## src/rtl/xadc_pkg.sv

```systemverilog
// Shared types and constants for the XADC DRP scheduler: FSM states, CPU register
// offsets, manual command codes and the sensor scan address table.
package xadc_pkg;

  typedef enum logic [1:0] {
    idle_e,
    issue_e,
    wait_e,
    store_e
  } state_t;

  localparam int REG_COUNT = 9;

  localparam logic [3:0] OFF_TEMP     = 4'd0;
  localparam logic [3:0] OFF_VCCINT   = 4'd1;
  localparam logic [3:0] OFF_VCCAUX   = 4'd2;
  localparam logic [3:0] OFF_VCCBRAM  = 4'd3;
  localparam logic [3:0] OFF_STATUS   = 4'd4;
  localparam logic [3:0] OFF_MADDR    = 4'd5;
  localparam logic [3:0] OFF_MDATA_LO = 4'd6;
  localparam logic [3:0] OFF_MDATA_HI = 4'd7;
  localparam logic [3:0] OFF_MCMD     = 4'd8;

  localparam logic [7:0] CMD_READ  = 8'h01;
  localparam logic [7:0] CMD_WRITE = 8'h02;

  // Slot 0..3: temperature, VCCINT, VCCAUX, VCCBRAM status registers.
  localparam logic [3:0][6:0] SCAN_ADDR_TABLE = {7'h06, 7'h02, 7'h01, 7'h00};

endpackage

```

## src/rtl/xadc_drp_scheduler.sv

```systemverilog
// Owns the XADC DRP port: round-robin sensor scan with cached results, plus
// CPU-requested single raw DRP reads/writes slotted between scan transactions.
module xadc_drp_scheduler
  import xadc_pkg::*;
#(
  parameter int BaseAddress   = 0,
  parameter int address_width = 16,
  parameter int data_width    = 8,
  parameter int TimeoutCycles = 255
) (
  input  logic                     clk_i,
  input  logic                     reset_i,
  input  logic [address_width-1:0] address_i,
  input  logic [data_width-1:0]    data_i,
  output logic [data_width-1:0]    data_o,
  input  logic                     rd_wr_i,
  output logic [6:0]               drp_daddr_o,
  output logic                     drp_den_o,
  output logic                     drp_dwe_o,
  output logic [15:0]              drp_di_o,
  input  logic [15:0]              drp_do_i,
  input  logic                     drp_drdy_i,
  input  logic                     drp_busy_i
);

  localparam int CNT_W = $clog2(TimeoutCycles + 1);
  localparam logic [CNT_W-1:0] TO_LIMIT = CNT_W'(TimeoutCycles);
  localparam logic [address_width-1:0] BASE = address_width'(BaseAddress);
  localparam logic [address_width-1:0] WIN  = address_width'(REG_COUNT);

  state_t            state_q, state_d;
  logic              owner_man_q, owner_man_d;
  logic              man_wr_q, man_wr_d;
  logic              man_pending_q, man_pending_d;
  logic              scan_en_q, scan_en_d;
  logic              timeout_q, timeout_d;
  logic [1:0]        slot_q, slot_d;
  logic [7:0]        cache_q [4];
  logic [7:0]        cache_d [4];
  logic [6:0]        maddr_q, maddr_d;
  logic [15:0]       mdata_q, mdata_d;
  logic [15:0]       rdata_q, rdata_d;
  logic [CNT_W-1:0]  cnt_q, cnt_d;
  logic [data_width-1:0] data_o_q, data_o_d;
  logic              den_q, den_d;
  logic              dwe_q, dwe_d;
  logic [6:0]        daddr_q, daddr_d;
  logic [15:0]       di_q, di_d;

  logic [address_width-1:0] offset_full;
  logic [3:0]        offset;
  logic              in_win;
  logic              bus_wr;
  logic              cfg_wr;
  logic [7:0]        wdata;
  logic [7:0]        rd_val;
  logic [CNT_W-1:0]  cnt_inc;

  assign offset_full = address_i - BASE;
  assign offset      = offset_full[3:0];
  assign in_win      = (address_i >= BASE) && (offset_full < WIN);
  assign bus_wr      = rd_wr_i && in_win;
  // The manual request registers are frozen while a request is outstanding.
  assign cfg_wr      = bus_wr && !man_pending_q;
  assign wdata       = data_i[7:0];
  assign cnt_inc     = cnt_q + 1'b1;

  always_comb begin
    rd_val = 8'h00;
    case (offset)
      OFF_TEMP, OFF_VCCINT, OFF_VCCAUX, OFF_VCCBRAM: rd_val = cache_q[offset[1:0]];
      OFF_STATUS:   rd_val = {5'b0, timeout_q, man_pending_q, scan_en_q};
      OFF_MADDR:    rd_val = {1'b0, maddr_q};
      OFF_MDATA_LO: rd_val = mdata_q[7:0];
      OFF_MDATA_HI: rd_val = mdata_q[15:8];
      default:      rd_val = 8'h00;
    endcase
  end

  always_comb begin
    state_d       = state_q;
    owner_man_d   = owner_man_q;
    man_wr_d      = man_wr_q;
    man_pending_d = man_pending_q;
    scan_en_d     = scan_en_q;
    timeout_d     = timeout_q;
    slot_d        = slot_q;
    cache_d       = cache_q;
    maddr_d       = maddr_q;
    mdata_d       = mdata_q;
    rdata_d       = rdata_q;
    cnt_d         = cnt_q;
    data_o_d      = data_o_q;
    den_d         = 1'b0;
    dwe_d         = 1'b0;
    daddr_d       = daddr_q;
    di_d          = di_q;

    if (!rd_wr_i) begin
      data_o_d      = '0;
      data_o_d[7:0] = in_win ? rd_val : 8'h00;
    end

    if (bus_wr && offset == OFF_STATUS) begin
      scan_en_d = wdata[0];
      if (wdata[2]) timeout_d = 1'b0;
    end
    if (cfg_wr) begin
      case (offset)
        OFF_MADDR:    maddr_d = wdata[6:0];
        OFF_MDATA_LO: mdata_d[7:0] = wdata;
        OFF_MDATA_HI: mdata_d[15:8] = wdata;
        OFF_MCMD: begin
          if (wdata == CMD_READ) begin
            man_pending_d = 1'b1;
            man_wr_d      = 1'b0;
          end else if (wdata == CMD_WRITE) begin
            man_pending_d = 1'b1;
            man_wr_d      = 1'b1;
          end
        end
        default: ;
      endcase
    end

    // FSM evaluated after the bus writes so a timeout outranks a same-cycle clear.
    case (state_q)
      idle_e: begin
        if (!drp_busy_i && (man_pending_q || scan_en_q)) state_d = issue_e;
      end
      issue_e: begin
        den_d       = 1'b1;
        owner_man_d = man_pending_q;
        if (man_pending_q) begin
          daddr_d = maddr_q;
          if (man_wr_q) begin
            dwe_d = 1'b1;
            di_d  = mdata_q;
          end
        end else begin
          daddr_d = SCAN_ADDR_TABLE[slot_q];
        end
        cnt_d   = '0;
        state_d = wait_e;
      end
      wait_e: begin
        if (drp_drdy_i) begin
          rdata_d = drp_do_i;
          state_d = store_e;
        end else if (cnt_inc == TO_LIMIT) begin
          timeout_d = 1'b1;
          if (owner_man_q) man_pending_d = 1'b0;
          else             slot_d = slot_q + 2'd1;
          state_d = idle_e;
        end else begin
          cnt_d = cnt_inc;
        end
      end
      store_e: begin
        if (owner_man_q) begin
          if (!man_wr_q) mdata_d = rdata_q;
          man_pending_d = 1'b0;
        end else begin
          cache_d[slot_q] = rdata_q[15:8];
          slot_d          = slot_q + 2'd1;
        end
        state_d = idle_e;
      end
      default: state_d = idle_e;
    endcase
  end

  always_ff @(posedge clk_i) begin
    if (reset_i) begin
      state_q       <= idle_e;
      owner_man_q   <= 1'b0;
      man_wr_q      <= 1'b0;
      man_pending_q <= 1'b0;
      scan_en_q     <= 1'b1;
      timeout_q     <= 1'b0;
      slot_q        <= 2'd0;
      for (int i = 0; i < 4; i++) cache_q[i] <= 8'h00;
      maddr_q       <= 7'h00;
      mdata_q       <= 16'h0000;
      rdata_q       <= 16'h0000;
      cnt_q         <= '0;
      data_o_q      <= '0;
      den_q         <= 1'b0;
      dwe_q         <= 1'b0;
      daddr_q       <= 7'h00;
      di_q          <= 16'h0000;
    end else begin
      state_q       <= state_d;
      owner_man_q   <= owner_man_d;
      man_wr_q      <= man_wr_d;
      man_pending_q <= man_pending_d;
      scan_en_q     <= scan_en_d;
      timeout_q     <= timeout_d;
      slot_q        <= slot_d;
      cache_q       <= cache_d;
      maddr_q       <= maddr_d;
      mdata_q       <= mdata_d;
      rdata_q       <= rdata_d;
      cnt_q         <= cnt_d;
      data_o_q      <= data_o_d;
      den_q         <= den_d;
      dwe_q         <= dwe_d;
      daddr_q       <= daddr_d;
      di_q          <= di_d;
    end
  end

  assign data_o      = data_o_q;
  assign drp_den_o   = den_q;
  assign drp_dwe_o   = dwe_q;
  assign drp_daddr_o = daddr_q;
  assign drp_di_o    = di_q;

endmodule

```

## config.mk

```make
export PLATFORM = sky130hd
export DESIGN_NAME = xadc_drp_scheduler
export DESIGN_NICKNAME = d
export VERILOG_FILES = /design/src/rtl/xadc_pkg.sv /design/src/rtl/xadc_drp_scheduler.sv
export SDC_FILE = /design/constraint.sdc
export NUM_CORES = 1
export LEC_CHECK = 0
export BUFFER_PORTS_ARGS = -buffer_cell sky130_fd_sc_hd__buf_2
export CELL_PAD_IN_SITES_DETAIL_PLACEMENT = 0
export CELL_PAD_IN_SITES_GLOBAL_PLACEMENT = 1
export CORE_UTILIZATION = 46
export DETAILED_ROUTE_END_ITERATION = 16
export PLACE_DENSITY_LB_ADDON = 0.08
export SYNTH_ARGS = -nofsm -noshare
export SYNTH_HDL_FRONTEND = slang
export SYNTH_SLANG_ARGS = --single-unit
```

## constraint.sdc

```tcl
create_clock -name clk_i -period 6 [get_ports clk_i]
set_input_delay 1.8 -clock clk_i [delete_from_list [all_inputs] [get_ports clk_i]]
set_output_delay 1.8 -clock clk_i [all_outputs]
set_load 0.005 [all_outputs]
```

==> results of run 1 <==
-- per-layer routing --
metal  track usage, %  vias to the layer above  routed length [µm]
li1                 -                     2305                   -
met1             31.7                     2223                6220
met2             39.8                      106                6980
met3             6.34                        7                 675
met4             7.52                        0                  75
met5                0                        -                   0
-- cell usage in the layout (no fill, tap or decap), drive strengths merged, types with 4 or more instances in the layout --
| cell type | netlist | layout |
|---|---|---|
| a211oi | 22 | 22 |
| a21oi | 84 | 84 |
| a22o | 4 | 4 |
| and2 | 5 | 5 |
| and3 | 7 | 7 |
| buf | 8 | 79 |
| clkbuf | 32 | 21 |
| clkinv | 1 | 5 |
| clkinvlp | 0 | 4 |
| dfxtp | 121 | 121 |
| ha | 6 | 6 |
| inv | 6 | 6 |
| mux2 | 5 | 5 |
| mux2i | 35 | 35 |
| mux4 | 9 | 9 |
| nand2 | 155 | 155 |
| nand3 | 8 | 8 |
| nor2 | 50 | 50 |
| nor2b | 5 | 5 |
| nor3 | 6 | 6 |
| nor4 | 5 | 5 |
| o21ai | 12 | 12 |
| o31ai | 4 | 4 |
-- kinds of logic (layout without fill, tap and decap cells) --
family | Yosys count | count (layout)
fa+ha+maj | 6 | 6
flops | 121 | 121
mux | 49 | 49
compound gates | 142 | 142
simple gates | 260 | 260
buf+inv | 47 | 118
xor+xnor | 2 | 2
-- power groups by stage --
stage	Combinational [W]	Sequential [W]	Clock, W
global placement	0.0000796	0.000836	0
CTS	0.0000815	0.000819	0.00107
floorplan	0.0000494	0.000833	0
finish	0.0000814	0.000819	0.00105
detailed placement	0.0000813	0.000836	0
global route	0.0000895	0.000819	0.00111
-- worst max-delay path, stage by stage --
cell and delay, ps:
buf_2 90, nor4_1 250, and3_1 280, nand3b_1 140
nor2b_1 750, mux2i_1 220, a211oi_1 270
-- sequential cells by signal, indices dropped and copies added, names as in the netlist, 2 cells and up --
signal,flops
data_o,8
cnt_q,8
rdata_q,16
slot_q,2
drp_di_o,16
state_q,2
cache_q,32
drp_daddr_o,7
maddr_q,7
mdata_q,16
-- how the worst min path moves through the flow --
stage	end	depth (start not counted)	from
floorplan	cache_q[15]	2	cache_q[15]
global placement	drp_daddr_o[6]	2	drp_daddr_o[6]
detailed placement	drp_daddr_o[5]	2	drp_daddr_o[5]
CTS	drp_daddr_o[5]	2	drp_daddr_o[5]
global route	drp_daddr_o[5]	2	drp_daddr_o[5]
finish	drp_daddr_o[6]	2	drp_daddr_o[6]
-- final cells by class --
class,count,area (µm²),area share [%]
clock inverter,11,144,2.25
timing repair buffer,79,403,6.30
clock buffer,21,480,7.51
sequential,121,2420,37.9
tap,143,179,2.80
multi-input combinational,459,2740,42.8
inverter,7,26.3,0.411
-- stage by stage --
| stage | cell area, µm² | utilization [%] | power, W | hold WS (ps) |
|---|---|---|---|---|
| 5_1_grt | 6390 | 56.2 | 0.00202 | 455 |
| 2_1_floorplan | 5360 | - | 0.000883 | 433 |
| 6_report | 6390 | 56.2 | 0.00195 | 450 |
| 3_5_place_dp | 5770 | 50.7 | 0.000917 | 443 |
| 4_1_cts | 6390 | 56.2 | 0.00197 | 452 |
| 3_3_place_gp | 5770 | 50.7 | 0.000915 | 439 |
==> run summary, run 1 <==
Row count = 39
Seq/Total Area, Yosys = 45.2%
Power share of the clock group = 53.9%
Simple-gate share of the synthesized area = 21.8%
CTS Hold Buffers Added = 0
Synth Warn # = 0
Min-Delay Path Class = flip-flop to flip-flop
Total GRT Usage = 24.5%
Critical Path RT = 6320 ps
R2R setup slack = 3530 ps
CTS tree = built
Max Slew Vio Count = 0
Mapped Cells = 627
Setup Viol. Count Final = 0
Via-per-instance ratio = 5.52
Status = finished clean
Largest family of logic cells by synthesized area = simple AND/OR/NAND/NOR gates
Int Power = 0.00153 W
WL/cell = 16.6 µm
Mapped Nets = 678
Setup TNS = 0 ps
Post-Syn Area = 0.00536 mm²
DIE AREA = 0.0121 mm²
Setup crit end kind = flip-flop
Critical path class = input pin to flip-flop
Seq cells post-synth = 121
Starting Density = 47.1%
Final Non-Filler Cells = 841
I/O Pins = 78
Share of cells above drive strength 1 = 19.2%
Sw Ratio = 21.5%
Synth Area per Inst = 8.54 µm²
CTS clock-pin slew for the worst setup and hold paths = 50 ps
Initial drt markers = 313
Routed via count = 4,641
Logic pwr share = 4.2%
Vias in the first global route = 4,159
Antenna-violating nets left = 0
Num CTS Buffers = 17
Postcts setup bufs = 0
Max Fclk = 287 MHz
P_leak = 2.35 nW
Crit path launch = address_i[8]
Synth top area share = 45.2%
Leading cell type by number of instances after synthesis = nand2_1
Post-Synth Adder-Cell Area = 1.40%
Cell taking the most area after synthesis = dfxtp_1
Seq pwr share = 41.9%
Count of different cell masters after synthesis = 63
Clk buf depth = 2
Final setup margin = 2520 ps
VDD IR max = 441 µV
Tcrit/Tclk final = 58.0%
Diodes inserted = 0
Synth area leaders = dfxtp_1, nand2_1, a21oi_1
Worst skew pair latency = 420 ps
Placement Setup Slack = 2120 ps
Commonest cells in the netlist = nand2_1, dfxtp_1, a21oi_1
Xor and xnor area share after synthesis = 0.327%
Total gr overflow = 0
FILL cells = 1,079
Resize count post-CTS = 0
Reg2Reg Capture Point = drp_di_o[5]
Worst R2R Path Depth = 4
Hpwl dp = 10.1 mm
Sw power = 0.000420 W
H-tree Lvls = 4
Async set-reset flop share out of synthesis = 0%
Routed Wire Length = 14.0 mm
Max Cap Viol = 0
Buffers on Ports = 77
Worst-margin pin slew = 1090 ps
Crit path capture = mdata_q[11]
Final min period = 3480 ps
Die X = 110 µm
Number of synthesized flops with an enable pin = 0
Pwr/cell area = 305 mW/mm²
CP arrival = 3800 ps
Multiplexer share of the synthesized area = 11.4%
GP Congestion = 0.854
Root Driver = clkbuf_16
Area delta synth->final = 19.4%
Core ar. = 0.0114 mm²
Final Hold Viols = 0
RSZ-0062 raised after global routing = false
Final Net Count = 736
Synth Area in Compound Gates = 16.2%
Placed Cells incl. Taps = 809
Initial antenna violation count = 0
Clock sink count = 121
Crit path launch type = input pin
Setup Skew = 15.8 ps
DIE HEIGHT = 110 µm
DRC violations left = 0
Reg-to-Reg Start = state_q[0]
Largest net degree at the start of global routing = 78
DRT Pass-1 Iters = 4
Rel. slew slack = 27.5%
Top FF cell, synth = dfxtp_1
Critical Path Fanout Max = 8
First-pass GRT wire length = 21.9 mm
Power figures use the tool's default switching activity.
==> inputs of run 2 (changes only) <==
--- a/config.mk
+++ b/config.mk
@@ -8,7 +8,7 @@
 export BUFFER_PORTS_ARGS = -buffer_cell sky130_fd_sc_hd__buf_2
 export CELL_PAD_IN_SITES_DETAIL_PLACEMENT = 0
 export CELL_PAD_IN_SITES_GLOBAL_PLACEMENT = 1
-export CORE_UTILIZATION = 46
+export CORE_UTILIZATION = 39
 export DETAILED_ROUTE_END_ITERATION = 16
 export PLACE_DENSITY_LB_ADDON = 0.08
 export SYNTH_ARGS = -nofsm -noshare
==> constraint.sdc (replaced) <==
create_clock -name clk_i -period 3.17 [get_ports clk_i]
set_input_delay 0.951 -clock clk_i [delete_from_list [all_inputs] [get_ports clk_i]]
set_output_delay 0.951 -clock clk_i [all_outputs]
set_load 0.005 [all_outputs]
==> run 2 against run 1 <==
Clock skew decreased by 9.6 ps; highest routed layer unchanged; global-route usage fell by 2.2 points; sequential share of layout area up 0.18 points; non-clock buffer count increased by 4; cell area down 0.47%; worst setup slack got worse by 1700 ps; clock power grew 63%; critical path depth unchanged; sequential cell count unchanged.
==> run summary, run 2 (same netlist as run 1, synthesis figures left out) <==
Row count = 42 (was 39)
Most frequent cells in the layout = nand2_1, dfxtp_1, a21oi_1, buf_2, nor2_1 (unchanged)
Worst skew pair latency = 410 ps (was 420 ps)
Routed via count = 4,638 (was 4,641)
Final Util = 47.9% (was 56.2%)
Initial antenna violation count = 0 (unchanged)
Critical Path RT = 3490 ps (was 6320 ps)
H-tree Lvls = 4 (unchanged)
Setup crit end kind = flip-flop (unchanged)
Reg area = 0.00242 mm² (unchanged)
CP delay by family, top = simple AND/OR/NAND/NOR gates (unchanged)
Routed Wire Length = 15.1 mm (was 14.0 mm)
First-pass GRT wire length = 24.2 mm (was 21.9 mm)
Initial drt markers = 283 (was 313)
Vias in the first global route = 4,407 (was 4,159)
DIE HEIGHT = 119 µm (was 110 µm)
Max Cap Viol = 0 (unchanged)
CTS Hold Buffers Added = 0 (unchanged)
Buffers on Ports = 77 (unchanged)
DRC violations left = 0 (unchanged)
GP Congestion = 0.816 (was 0.854)
DRT Pass-1 Iters = 4 (unchanged)
Final Non-Filler Cells = 877 (was 841)
Area delta synth->final = 18.8% (was 19.4%)
Max Slew Vio Count = 0 (unchanged)
CTS clock-pin slew for the worst setup and hold paths = 50 ps (about the same)
Starting Density = 40.3% (was 47.1%)
Final Hold Viols = 0 (unchanged)
VDD IR max = 511 µV (was 441 µV)
Min-Delay Path Class = flip-flop to flip-flop (unchanged)
Total gr overflow = 0 (unchanged)
Antenna-violating nets left = 0 (unchanged)
Num CTS Buffers = 17 (unchanged)
Setup Viol. Count Final = 0 (unchanged)
P_leak = 2.34 nW (was 2.35 nW)
Crit path cell chain = buf_2, nor4_1, and3_1, nand3b_1, and4bb_1, mux2i_1, a211oi_1 (was buf_2, nor4_1, and3_1, nand3b_1, nor2b_1, mux2i_1, a211oi_1)
Worst-margin pin slew = 743 ps (was 1090 ps)
Diodes inserted = 0 (unchanged)
Rel. slew slack = 50.4% (was 27.5%)
Total GRT Usage = 22.3% (was 24.5%)
Status = finished clean (unchanged)
Slowest cell on the critical path = and4bb_1 (was nor2b_1)
CTS tree = built (unchanged)
Setup Skew = 6.15 ps (was 15.8 ps)
Final min period = 2390 ps
Final Power = 0.00342 W (was 0.00195 W)
FILL cells = 1,333 (was 1,079)
Max stage delay on crit path = 630 ps (was 750 ps)
Clock sink count = 121 (unchanged)
Share of cells above drive strength 1 = 19.4% (was 19.2%)
Postcts setup bufs = 0 (unchanged)
Largest register FFs = 32 (unchanged)
Via-per-instance ratio = 5.29 (was 5.52)
Final Net Count = 740 (was 736)
RSZ-0062 raised after global routing = false (unchanged)
Pwr/cell area = 537 mW/mm² (was 305 mW/mm²)
Critical path class = input pin to flip-flop (unchanged)
Critical Path Fanout Max = 8 (unchanged)
Resize count post-CTS = 0 (unchanged)
I/O Pins = 78 (unchanged)
Die X = 119 µm (was 110 µm)
Hpwl dp = 10.7 mm (was 10.1 mm)
Multi-input logic area = 0.00274 mm² (unchanged)
CP Buf/Inv Count = 1 (unchanged)
Root Driver = clkbuf_16 (unchanged)
CP arrival = 2720 ps (was 3800 ps)
Core ar. = 0.0133 mm² (was 0.0114 mm²)
Max Fclk = 418 MHz
Largest net degree at the start of global routing = 49 (was 78)
Clk buf depth = 2 (unchanged)
Tcrit/Tclk final = 75.5%
Setup TNS = 0 ps (unchanged)
Placed Cells incl. Taps = 846 (was 809)
Crit path launch type = input pin (unchanged)
DIE AREA = 0.0142 mm² (was 0.0121 mm²)
WL/cell = 17.2 µm (was 16.6 µm)
Top reg by flops = cache_q (unchanged)
Commonest non-fill, non-tap cell in the layout = nand2_1 (unchanged)
-- run 2: cell types whose count changed in the layout (fill, tap and decap cells not counted) --
cell,change
clkinv_2,+6
buf_4,+4
clkinvlp_4,-3
clkbuf_8,-1
clkinv_4,-1
clkbuf_1,+1
bufinv_16,-3
-- run 2: worst reg2reg max path: cells and delay by family, from the launching register on --
family / cells / cell delay, ps
buf+inv: 1 / 170
fa+ha+maj: 1 / 390
compound gates: 2 / 650
mux: 1 / 240
flops: 1 / 520
simple gates: 2 / 250
-- run 2: path summary, 6_finish.rpt --
check	endpoint	slack, ps	start	cells after the start
setup reg to reg	slot_q[1]	840	cnt_q[0]	7
setup / recovery	mdata_q[1]	780	address_i[12]	7
hold / removal	drp_daddr_o[3]	450	drp_daddr_o[3]	2
hold reg to reg	drp_daddr_o[3]	450	drp_daddr_o[3]	2
-- run 2: metal layers --
layer / track usage (%) / wire, µm / vias to the layer above / part of all wire, %
met1: 29.1 / 6770 / 2200 / 45
li1: - / - / 2300 / -
met3: 5.22 / 735 / 18 / 4.9
met4: 8.07 / 310 / 0 / 2.1
met2: 35.8 / 7280 / 120 / 48
met5: 0 / 0 / - / 0
-- run 2: area by class of cell --
type / count / share of cell area [%]
well taps: 176 / 3.46
repair buffers: 83 / 6.80
inverters: 7 / 0.413
multi-input cells: 459 / 43.0
clock buffers: 21 / 7.39
clock inverters: 10 / 0.826
flip-flops and latches: 121 / 38.1
-- run 2: power breakdown --
part | internal, W | switching (W)
logic | 0.0000566 | 0.000105
registers | 0.00154 | 0.0000151
clock network | 0.00104 | 0.000665
-- run 2: through the flow --
| stage | setup slack, ps | hold slack [ps] | cell area, µm² |
|---|---|---|---|
| finish | 776 | 447 | 6360 |
| detailed placement | 361 | 445 | 5840 |
| global route | 604 | 464 | 6360 |
| floorplan | 818 | 433 | 5360 |
| global placement | 408 | 439 | 5840 |
| CTS | 798 | 450 | 6360 |
==> inputs of run 3 (changes only) <==
==> constraint.sdc (replaced) <==
create_clock -name clk_i -period 2 [get_ports clk_i]
set_input_delay 0.6 -clock clk_i [delete_from_list [all_inputs] [get_ports clk_i]]
set_output_delay 0.6 -clock clk_i [all_outputs]
set_load 0.005 [all_outputs]
==> run 3 against run 2 <==
Non-clock buffer count up 34; power increased by 80%; global-route usage grew 0.16 points; via count is 2.0% higher; sequential cell count did not move; worst setup slack got worse by 690 ps; sequential share of layout area fell by 2.6 points; clock power increased by 99%; die area did not move; largest cell class unchanged; largest power group unchanged.
==> run summary, run 3 (same netlist as run 1, synthesis figures left out) <==
Max Fclk = 523 MHz
Commonest non-fill, non-tap cell in the layout = nand2_1 (unchanged)
Worst skew pair latency = 410 ps (about the same)
Largest net degree at the start of global routing = 51 (was 49)
Crit path launch type = flip-flop (was input pin)
Clk buf depth = 2 (unchanged)
Core ar. = 0.0133 mm² (unchanged)
Final Hold Viols = 0 (unchanged)
Setup TNS = 0 ps (unchanged)
M1 WL = 6.89 mm (was 6.77 mm)
DR WL met2 = 7.38 mm (was 7.28 mm)
Most frequent cells in the layout = nand2_1, dfxtp_1, a21oi_1, buf_2, nor2_1 (unchanged)
Buffers on Ports = 77 (unchanged)
Area delta synth->final = 27.6% (was 18.8%)
CP arrival = 2210 ps (was 2720 ps)
Antenna-violating nets left = 0 (unchanged)
Worst-margin pin slew = 548 ps (was 743 ps)
CTS clock-pin slew for the worst setup and hold paths = 50 ps (about the same)
Status = finished clean (unchanged)
GP Congestion = 0.829 (was 0.816)
Setup Viol. Count Final = 0 (unchanged)
WL/cell = 16.5 µm (was 17.2 µm)
Num CTS Buffers = 17 (unchanged)
Top Layer Used = met4 (unchanged)
Instance area at placement = 0.00613 mm² (was 0.00584 mm²)
Total GRT Usage = 22.5% (was 22.3%)
RSZ-0062 raised after global routing = true (was false)
Critical Path Fanout Max = 6 (was 8)
Final min period = 1910 ps
DRT Pass-1 Iters = 4 (unchanged)
Critical path class = flip-flop to flip-flop (was input pin to flip-flop)
Final Non-Filler Cells = 912 (was 877)
H-tree Lvls = 4 (unchanged)
Routed Wire Length = 15.1 mm (about the same)
Diodes inserted = 0 (unchanged)
Design Area, Final = 0.00684 mm² (was 0.00636 mm²)
First-pass GRT wire length = 24.2 mm (about the same)
Vias in the first global route = 4,472 (was 4,407)
Largest register FFs = 32 (unchanged)
Critical Path RT = 2300 ps (was 3490 ps)
Setup Skew = 6.33 ps (was 6.15 ps)
Tcrit/Tclk final = 95.6%
CTS tree = built (unchanged)
Max Slew Vio Count = 0 (unchanged)
Pwr/cell area = 901 mW/mm² (was 537 mW/mm²)
Setup crit end kind = flip-flop (unchanged)
Die X = 119 µm (unchanged)
Max Cap Viol = 0 (unchanged)
Final Power = 0.00616 W (was 0.00342 W)
DRC violations left = 0 (unchanged)
Placed Cells incl. Taps = 880 (was 846)
DIE HEIGHT = 119 µm (unchanged)
Top reg by flops = cache_q (unchanged)
I/O Pins = 78 (unchanged)
Met3 wire length = 562 µm (was 735 µm)
Root Driver = clkbuf_16 (unchanged)
Rel. slew slack = 63.4% (was 50.4%)
Placement Setup Slack = -210 ps (was 361 ps)
CTS Hold Buffers Added = 0 (unchanged)
Starting Density = 40.3% (unchanged)
Share of cells above drive strength 1 = 24.2% (was 19.4%)
Final setup margin = 88.5 ps (was 776 ps)
Row count = 42 (unchanged)
Initial antenna violation count = 0 (unchanged)
Routed via count = 4,731 (was 4,638)
VDD IR max = 570 µV (was 511 µV)
Clock sink count = 121 (unchanged)
P_leak = 2.58 nW (was 2.34 nW)
Initial drt markers = 231 (was 283)
Via-per-instance ratio = 5.19 (was 5.29)
DIE AREA = 0.0142 mm² (unchanged)
Min-Delay Path Class = input pin to flip-flop (was flip-flop to flip-flop)
Hpwl dp = 11.2 mm (was 10.7 mm)
Final Net Count = 774 (was 740)
Total gr overflow = 0 (unchanged)
Postcts setup bufs = 0 (unchanged)
## run 3: cell count changes in the layout (fill, tap and decap cells not counted), moves of 2 or more
cell / change
buf_12: +3
bufinv_16: +4
clkinv_2: -9
buf_4: +31
clkbuf_8: +5
dfxtp_1: -2
dfxtp_2: +2
## run 3: layer usage
metal	up-vias	GRT usage, %
li1	2388	-
met1	2244	28.5
met2	82	37.6
met3	17	4.74
met4	0	7.91
met5	-	0
## run 3: final timing paths
kind	from	endpoint	slack, ps	cells past startpoint
max	cnt_q[0]	cnt_q[3]	90	10
min	reset_i	state_q[1]	420	2
max reg2reg	cnt_q[0]	cnt_q[3]	90	10
min reg2reg	drp_di_o[6]	drp_di_o[6]	450	2
## run 3: through the flow
stage	hold WS [ps]	utilization (%)
after detailed placement	443	46.1
after global placement	439	46.1
after CTS	408	51.2
final	420	51.4
after floorplan	433	-
after global routing	415	51.4
## run 3: power breakdown
group / switching [W] / total, W / internal, W
Clock: 0.00106 / 0.00341 / 0.00235
Sequential: 0.0000236 / 0.00246 / 0.00243
Combinational: 0.000172 / 0.000291 / 0.000119
## run 3: final cells by class
| cell class | instances | area [µm²] |
|---|---|---|
| Clock buffer | 27 | 543 |
| Clock inverter | 5 | 128 |
| Fill cell | 1272 | 6460 |
| Inverter | 7 | 26.3 |
| Multi-Input combinational cell | 459 | 2770 |
| Sequential cell | 121 | 2420 |
| Tap cell | 176 | 220 |
| Timing Repair Buffer | 117 | 726 |
## run 3: repair_timing
action,4_1_cts,5_1_grt
endpoints found under the setup margin,0,11
gates resized for setup,0,9
hold endpoints to repair,0,0
## run 3: critical path, cell delays in order, from the launching register on
cell	delay [ps]
dfxtp_2	350
inv_1	50
ha_1	190
and3_1	190
and4b_2	280
nor3_4	200
buf_4	140
a2111oi_2	30
buf_4	170
o21ai_1	130
o31ai_1	70
